## src/rtl/snoop_bus_scheduler.sv

```systemverilog
// Snoop bus scheduler: round-robin arbitration between two L1 caches and
// sequencing of snoop -> L2 lookup -> dmem fill, with a timeout abort.
module snoop_bus_scheduler #(
    parameter int unsigned ADDR_W  = 32,
    parameter int unsigned DATA_W  = 32,
    parameter int unsigned TIMEOUT = 255
) (
    input  logic              clk,
    input  logic              reset,
    input  logic              req1,
    input  logic [1:0]        op1,
    input  logic [ADDR_W-1:0] addr1,
    input  logic              req2,
    input  logic [1:0]        op2,
    input  logic [ADDR_W-1:0] addr2,
    output logic              gnt1,
    output logic              gnt2,
    output logic              done1,
    output logic              done2,
    output logic [DATA_W-1:0] rdata,
    output logic              err,
    output logic              busy,
    output logic              snoop_valid1,
    output logic              snoop_valid2,
    output logic [1:0]        snoop_op,
    output logic [ADDR_W-1:0] snoop_addr,
    input  logic              snoop_hit1,
    input  logic              snoop_hit2,
    input  logic [DATA_W-1:0] snoop_data1,
    input  logic [DATA_W-1:0] snoop_data2,
    output logic              l2_req,
    output logic [ADDR_W-1:0] l2_addr,
    input  logic              l2_valid,
    input  logic              l2_hit,
    input  logic [DATA_W-1:0] l2_data,
    output logic              mem_req,
    output logic [ADDR_W-1:0] mem_addr,
    input  logic              mem_ack,
    input  logic [DATA_W-1:0] mem_data
);

    localparam int unsigned CNT_W = (TIMEOUT < 1) ? 1 : $clog2(TIMEOUT + 1);
    localparam logic [CNT_W-1:0] CNT_MAX = CNT_W'(TIMEOUT);

    localparam logic [1:0] OP_UPGR = 2'b01;
    localparam logic [1:0] OP_NON  = 2'b11;

    typedef enum logic [2:0] {
        S_IDLE,
        S_SNOOP,
        S_L2,
        S_MEM,
        S_RESP
    } state_t;

    // owner/last: 0 = core1, 1 = core2
    state_t            state_q, state_d;
    logic              owner_q, owner_d;
    logic              last_q,  last_d;
    logic [1:0]        op_q,    op_d;
    logic [ADDR_W-1:0] addr_q,  addr_d;
    logic [CNT_W-1:0]  cnt_q,   cnt_d;
    logic [DATA_W-1:0] rdata_q, rdata_d;
    logic              err_q,   err_d;

    logic              cand1, cand2, pick2;
    logic [CNT_W-1:0]  cnt_inc;
    logic              tmo;

    // Next-state, latch and data-capture logic for the transaction sequencer
    always_comb begin
        state_d = state_q;
        owner_d = owner_q;
        last_d  = last_q;
        op_d    = op_q;
        addr_d  = addr_q;
        cnt_d   = cnt_q;
        rdata_d = rdata_q;
        err_d   = err_q;

        cand1 = req1 && (op1 != OP_NON);
        cand2 = req2 && (op2 != OP_NON);
        // core2 wins when it is the only candidate, or both ask and core1 went last
        pick2 = cand2 && (!cand1 || !last_q);

        // saturating increment so the counter never wraps
        cnt_inc = (cnt_q == CNT_MAX) ? cnt_q : cnt_q + CNT_W'(1);
        tmo     = (cnt_inc == CNT_MAX);

        unique case (state_q)
            S_IDLE: begin
                if (cand1 || cand2) begin
                    owner_d = pick2;
                    op_d    = pick2 ? op2 : op1;
                    addr_d  = pick2 ? addr2 : addr1;
                    err_d   = 1'b0;
                    state_d = S_SNOOP;
                end
            end
            S_SNOOP: begin
                cnt_d = '0;
                if (op_q == OP_UPGR) begin
                    rdata_d = '0;
                    state_d = S_RESP;
                end else if (owner_q ? snoop_hit1 : snoop_hit2) begin
                    rdata_d = owner_q ? snoop_data1 : snoop_data2;
                    state_d = S_RESP;
                end else begin
                    state_d = S_L2;
                end
            end
            S_L2: begin
                cnt_d = cnt_inc;
                if (l2_valid) begin
                    if (l2_hit) begin
                        rdata_d = l2_data;
                        state_d = S_RESP;
                    end else begin
                        state_d = S_MEM;
                    end
                end else if (tmo) begin
                    err_d   = 1'b1;
                    rdata_d = '0;
                    state_d = S_RESP;
                end
            end
            S_MEM: begin
                cnt_d = cnt_inc;
                if (mem_ack) begin
                    rdata_d = mem_data;
                    state_d = S_RESP;
                end else if (tmo) begin
                    err_d   = 1'b1;
                    rdata_d = '0;
                    state_d = S_RESP;
                end
            end
            S_RESP: begin
                last_d  = owner_q;
                state_d = S_IDLE;
            end
            default: state_d = S_IDLE;
        endcase
    end

    // State and datapath registers; async reset aborts any transaction in flight
    always_ff @(posedge clk or negedge reset) begin
        if (!reset) begin
            state_q <= S_IDLE;
            owner_q <= 1'b0;
            last_q  <= 1'b1;
            op_q    <= OP_NON;
            addr_q  <= '0;
            cnt_q   <= '0;
            rdata_q <= '0;
            err_q   <= 1'b0;
        end else begin
            state_q <= state_d;
            owner_q <= owner_d;
            last_q  <= last_d;
            op_q    <= op_d;
            addr_q  <= addr_d;
            cnt_q   <= cnt_d;
            rdata_q <= rdata_d;
            err_q   <= err_d;
        end
    end

    // Moore output decode from registered state
    always_comb begin
        busy         = (state_q != S_IDLE);
        gnt1         = busy && !owner_q;
        gnt2         = busy && owner_q;
        done1        = (state_q == S_RESP) && !owner_q;
        done2        = (state_q == S_RESP) && owner_q;
        snoop_valid1 = (state_q == S_SNOOP) && owner_q;
        snoop_valid2 = (state_q == S_SNOOP) && !owner_q;
        snoop_op     = op_q;
        snoop_addr   = addr_q;
        l2_req       = (state_q == S_L2);
        l2_addr      = l2_req ? addr_q : '0;
        mem_req      = (state_q == S_MEM);
        mem_addr     = mem_req ? addr_q : '0;
        rdata        = rdata_q;
        err          = err_q;
    end

endmodule
```

## config.mk

```make
export PLATFORM = sky130hd
export DESIGN_NAME = snoop_bus_scheduler
export DESIGN_NICKNAME = d
export VERILOG_FILES = /design/src/rtl/snoop_bus_scheduler.sv
export SDC_FILE = /design/constraint.sdc
export NUM_CORES = 1
export LEC_CHECK = 0
export ABC_AREA = 1
export CAP_MARGIN = 20
export CELL_PAD_IN_SITES_DETAIL_PLACEMENT = 0
export CELL_PAD_IN_SITES_GLOBAL_PLACEMENT = 1
export CORE_UTILIZATION = 22
export CTS_CLUSTER_DIAMETER = 40
export DETAILED_ROUTE_END_ITERATION = 7
export HOLD_SLACK_MARGIN = 0.15
export PLACE_DENSITY_LB_ADDON = 0.1
export SYNTH_ARGS = -nofsm -noshare
export SYNTH_HDL_FRONTEND = slang
export SYNTH_SLANG_ARGS = --single-unit
```

## constraint.sdc

```tcl
create_clock -name clk -period 1.6 [get_ports clk]
set_input_delay 0.32 -clock clk [delete_from_list [all_inputs] [get_ports clk]]
set_output_delay 0.32 -clock clk [all_outputs]
set_load 0.01 [all_outputs]
```

# [Word level (Yosys, flattened, before mapping)]
# Index checks and enable logic that the tools add are counted.
[totals] in_bits=205 wordCells=74 reg_bits=80
[classes] addsub=1 n_reduce_logical=23 n_eq_ne=14 mux=28
[ops] cell="$mux 32" count=10
[ops] cell="$pmux 32 s3" count=1
[ops] cell="$mux 3" count=7
[ops] cell="$eq 8x8->1 const B" count=2
[ops] cell="$pmux 8 s2" count=1
[ops] cell="$pmux 3 s4" count=1
[ops] cell="$ne 2x2->1 const B" count=5
[ops] cell="$logic_and 1x1->1" count=9
[ops] cell="$reduce_bool 3->1" count=3
[ops] cell="$add 8x1->8 const B" count=1
[ops] cell="$mux 8" count=1
[ops] cell="$eq 3x2->1 const B" count=2
[ops] cell="$mux 1" count=5
[ops] cell="$reduce_and 4->1" count=1
[ops] cell="$eq 3x1->1 const B" count=1
[ops] cell="$eq 3x3->1 const B" count=1
[ops] cell="$logic_not 1->1" count=3
[ops] cell="$logic_not 3->1" count=1
[ops] cell="$ne 3x2->1 const B" count=1
[ops] cell="$ne 3x3->1 const B" count=1
[ops] cell="$pmux 1 s3" count=1
[ops] cell="$reduce_and 3->1" count=1
[ops] cell="$eq 2x1->1 const B" count=1
[ops] cell="$logic_or 1x1->1" count=2
[ops] cell="other kinds (4)" count=4

# [Depth between registers and ports, before layout]
[logic_depth] depth_word=6 mapped_depth=13 mapped_depth_nobuf=12

# [Worst setup path before layout]
# Ideal clock, no wire load.
[synth_timing] kind="register to output" from="register state_q[2]" to="output mem_addr[10]" n_path_buf=1 path_slack_ns=-0.087 t_arrival_ns=1.367 path_stages_with_launch=7 path_cell_list="dfrtp_1 -> inv_4 -> nand2_4 -> nor2_2 -> clkinv_1 -> clkbuf_1 -> nor2_1"
[synth_between] elab_chain_cells=2
[synth_rtl] item="start, declared" line_no="57" text="state_t state_q, state_d;"
[synth_rtl] item="start signal, assigned" line_no="158" text="state_q <= state_d;"
[synth_rtl] item="$eq 3x2->1" line_no="182" text="mem_req = (state_q == S_MEM);"
[synth_rtl] item="$mux 32" line_no="183" text="mem_addr = mem_req ? addr_q : '0;"
[synth_rtl] item="end, declared" line_no="37" text="output logic [ADDR_W-1:0] mem_addr,"
# No other way between the ends.

# [Worst setup path after layout]
[layout_timing] from="register state_q[2]" to="output l2_addr[31]"
[layout_between] elab_chain_cells=2
[layout_rtl] item="$eq 3x2->1" line_no="180" text="l2_req = (state_q == S_L2);"
[layout_rtl] item="$mux 32" line_no="181" text="l2_addr = l2_req ? addr_q : '0;"
[layout_rtl] item="end, declared" line_no="32" text="output logic [ADDR_W-1:0] l2_addr,"
# No other way between the ends.

==> metrics.cfg <==
[run_status]
status=complete, but fails checks
violations=negative setup slack

[pwr]
total_power_mw=18.01
p_leak_nw=5.460
vdd_drop_max_mv=0.5829
p_per_area_nw_per_um2=1642

[yosys]
syn_area_per_cell_sq_um=7.240
ys_warn_count=0
synth_cells=731
syn_area_sq_um=5293
ys_top_cells_by_area=dfrtp_1 36%, nor2_1 13%, nand3_1 7.6%
syn-num-nets=937
synth_top_area_share_pct=36.41
synth_top_cell_by_area=dfrtp_1
yosysUniqueCellTypes=35
synth-seq-cells=80
ys_seq_area_share_pct=37.90

[floorplan]
start_util_pct=22.48
io_pins=345
die_height_um=157.1
core_sq_um=23540
die_w_um=157.1
fp.dieArea_sq_um=24680
rows=56

[drt]
viasPerCell=4.520
wl_met2_um=14290
wl_met1_um=12110
wl_met3_um=1377
top_layer=met4
dr.pass1.iters=4
ant_nets=0
drtIter0Drc=328
vias=6794
route.detailed.drc=0
totalWireLength_um=28370
avgRoutedWirePerCell_um=18.88

[cts]
cts_buffer_depth=2
cts_buffers=9
clkLatencyLatePin_ns=0.34
htree_num_levels=3
clock_sinks=80
clkSlewWorstSetupHoldPaths_ns=0.07
root_buffer=clkbuf_16
cts_tree=yes

[worst_setup_path]
cp_data_required_time_ns=1.28
crit_type=flop to output pin
crit_path_frequent_cell=inv_4
cp-start-kind=flop
critPathMaxFanout=8
arrival_ns=1.60
cp-end-kind=output pin
crit_chain=inv_4, nand2_4, nor2_4, inv_4, buf_12, buf_16, nor2_1, buf_2
slowest_delay_ns=0.42
critPathSlowestCell=dfrtp_1

[global_route]
antenna_found_initial=2
grt_pass1_vias=6713
grt_first_pass_wirelength_um=39240
grt_start_max_net_pins=48
gr-total-overflow=0
grtUsageTotal_pct=21.35

[placed_design]
gp_congestion=0.8471
port_buffers=344
placed_cells=1442
hpwlAfterDp_um=19450

[finish]
drive_gt1_share_pct=32.74
area_growth_pct=107.2
fin_cells=1503
nets=1384

[sta]
timing.final.crit_share_pct=119.8
relSlewSlack_pct=68.53
setup_viol=133
clock.fmax_ghz=0.5216
slew_violations=0
hold_viol=0
finClkSkew_ns=0.009694
rsz0062_at_grt=yes
tightest_slew_ns=0.4662
post-route-min-period_ns=1.917
fin_ws_ns=-0.3171

[hold_path]
hold_path_class=input port to asynchronous set/reset pin

[job]
maxCapViolCount=0

## final timing paths
kind	from	endpoint	slack [ns]	cells after the start
worst max-delay path	state_q[2]$_DFFE_PN0P_	l2_addr[31]	-0.32	8
worst max register to register	state_q[1]$_DFFE_PN0P_	rdata[24]$_DFFE_PN0P_	-0.29	13
min in group clk	last_q$_DFFE_PN1N_	last_q$_DFFE_PN1N_	0.49	2
worst min-delay path	reset	snoop_addr[17]$_DFFE_PN0P_	0.42	2
max in group asynchronous	reset	snoop_addr[24]$_DFFE_PN0P_	0.63	3
worst min register to register	last_q$_DFFE_PN1N_	last_q$_DFFE_PN1N_	0.49	2
## metrics by stage
stage / cell area, sq um / util, % / worst slack (ns) / hold slack, ns / TNS [ns]
finish: 10970 / 46.59 / -0.3171 / 0.4217 / -27.43
global route: 10970 / 46.59 / -0.4182 / 0.4606 / -39.04
CTS: 10500 / 44.58 / -0.3314 / 0.4366 / -27.77
detailed placement: 9921 / 42.14 / -0.3899 / 0.2478 / -36.47
global placement: 9921 / 42.14 / -0.4235 / 0.2524 / -35.73
floorplan: 5409 / - / -0.06624 / 0.02441 / -1.782
## power by group
| part | internal (mW) | switching [mW] | total [mW] |
|---|---|---|---|
| registers | 3.03 | 0.580 | 3.61 |
| clock network | 1.44 | 0.898 | 2.34 |
| logic | 5.97 | 6.09 | 12.1 |
## sequential cells by signal, indices dropped and copies added (netlist names)
signal / cells
state_q: 3
last_q: 1
rdata: 32
snoop_addr: 32
owner_q: 1
cnt_q: 8
err: 1
snoop_op: 2
## area by class of cell
cell class                 instances  area, sq um
inverter                          60        232.7
tap                              319        399.1
multi-input combinational        538         3095
clock buffer                      12        256.5
antenna                            2        5.005
fill                            2414        12570
timing repair buffer             489         4907
sequential                        80         2007
clock inverter                     3        65.06
## cell usage after synthesis (all sizes together)
library cell,instances
dfrtp,77
clkinv,1
ha,1
dfstp,3
nand3,110
nand2,112
inv,59
nor2,187
o311ai,30
o31ai,2
a32o,1
nor3,2
a31oi,2
o22ai,34
o21bai,1
a21oi,4
clkbuf,27
o21ai,49
buf,27
a21o,1
xor2,1
## cells by family after synthesis
| family | after synthesis | synth area share (%) |
|---|---|---|
| flops | 80 | 37.90 |
| simple gates | 411 | 36.71 |
| compound gates | 124 | 15.56 |
| fa+ha+maj | 1 | 0.2364 |
| xor+xnor | 1 | 0.1655 |
| buf+inv | 114 | 9.433 |
## repair_timing
item / CTS / global route
setup endpoints to repair: 182 / 201
hold buffers: 1 / 0
endpoints found under the hold margin: 16 / 0
pin swaps: 8 / 3
cloned: 6 / 9
gates resized for setup: 373 / 125
buffers inserted: 24 / 11
## layout by cell type, fill, tap and decap left out, drive strengths merged
master,n
clkdlybuf4s15,2
ha,1
xor2,1
clkdlybuf4s50,209
o22ai,34
nand3,110
buf,210
diode,2
a21oi,4
clkbuf,19
nor2,187
dlymetal6s2s,57
a31oi,2
bufinv,2
o21bai,1
nand2,113
bufbuf,1
inv,60
nor3,2
o31ai,2
dfrtp,77
a21o,1
o311ai,30
dfstp,3
a32o,1
dlygate4sd3,1
dlygate4sd2,2
o21ai,49
clkinv,1
## critical path, delay by kind of cell, from the launching register on
family | cells | cell delay [ns]
flops | 1 | 0.42
buf+inv | 5 | 0.58
simple gates | 3 | 0.26
## routing by layer
| metal | vias up | track usage [%] |
|---|---|---|
| met3 | 34 | 4.736 |
| li1 | 3345 | - |
| met1 | 3216 | 25.46 |
| met4 | 0 | 7.258 |
| met2 | 199 | 37.65 |
| met5 | - | 0 |
Power figures use the tool's default switching activity.
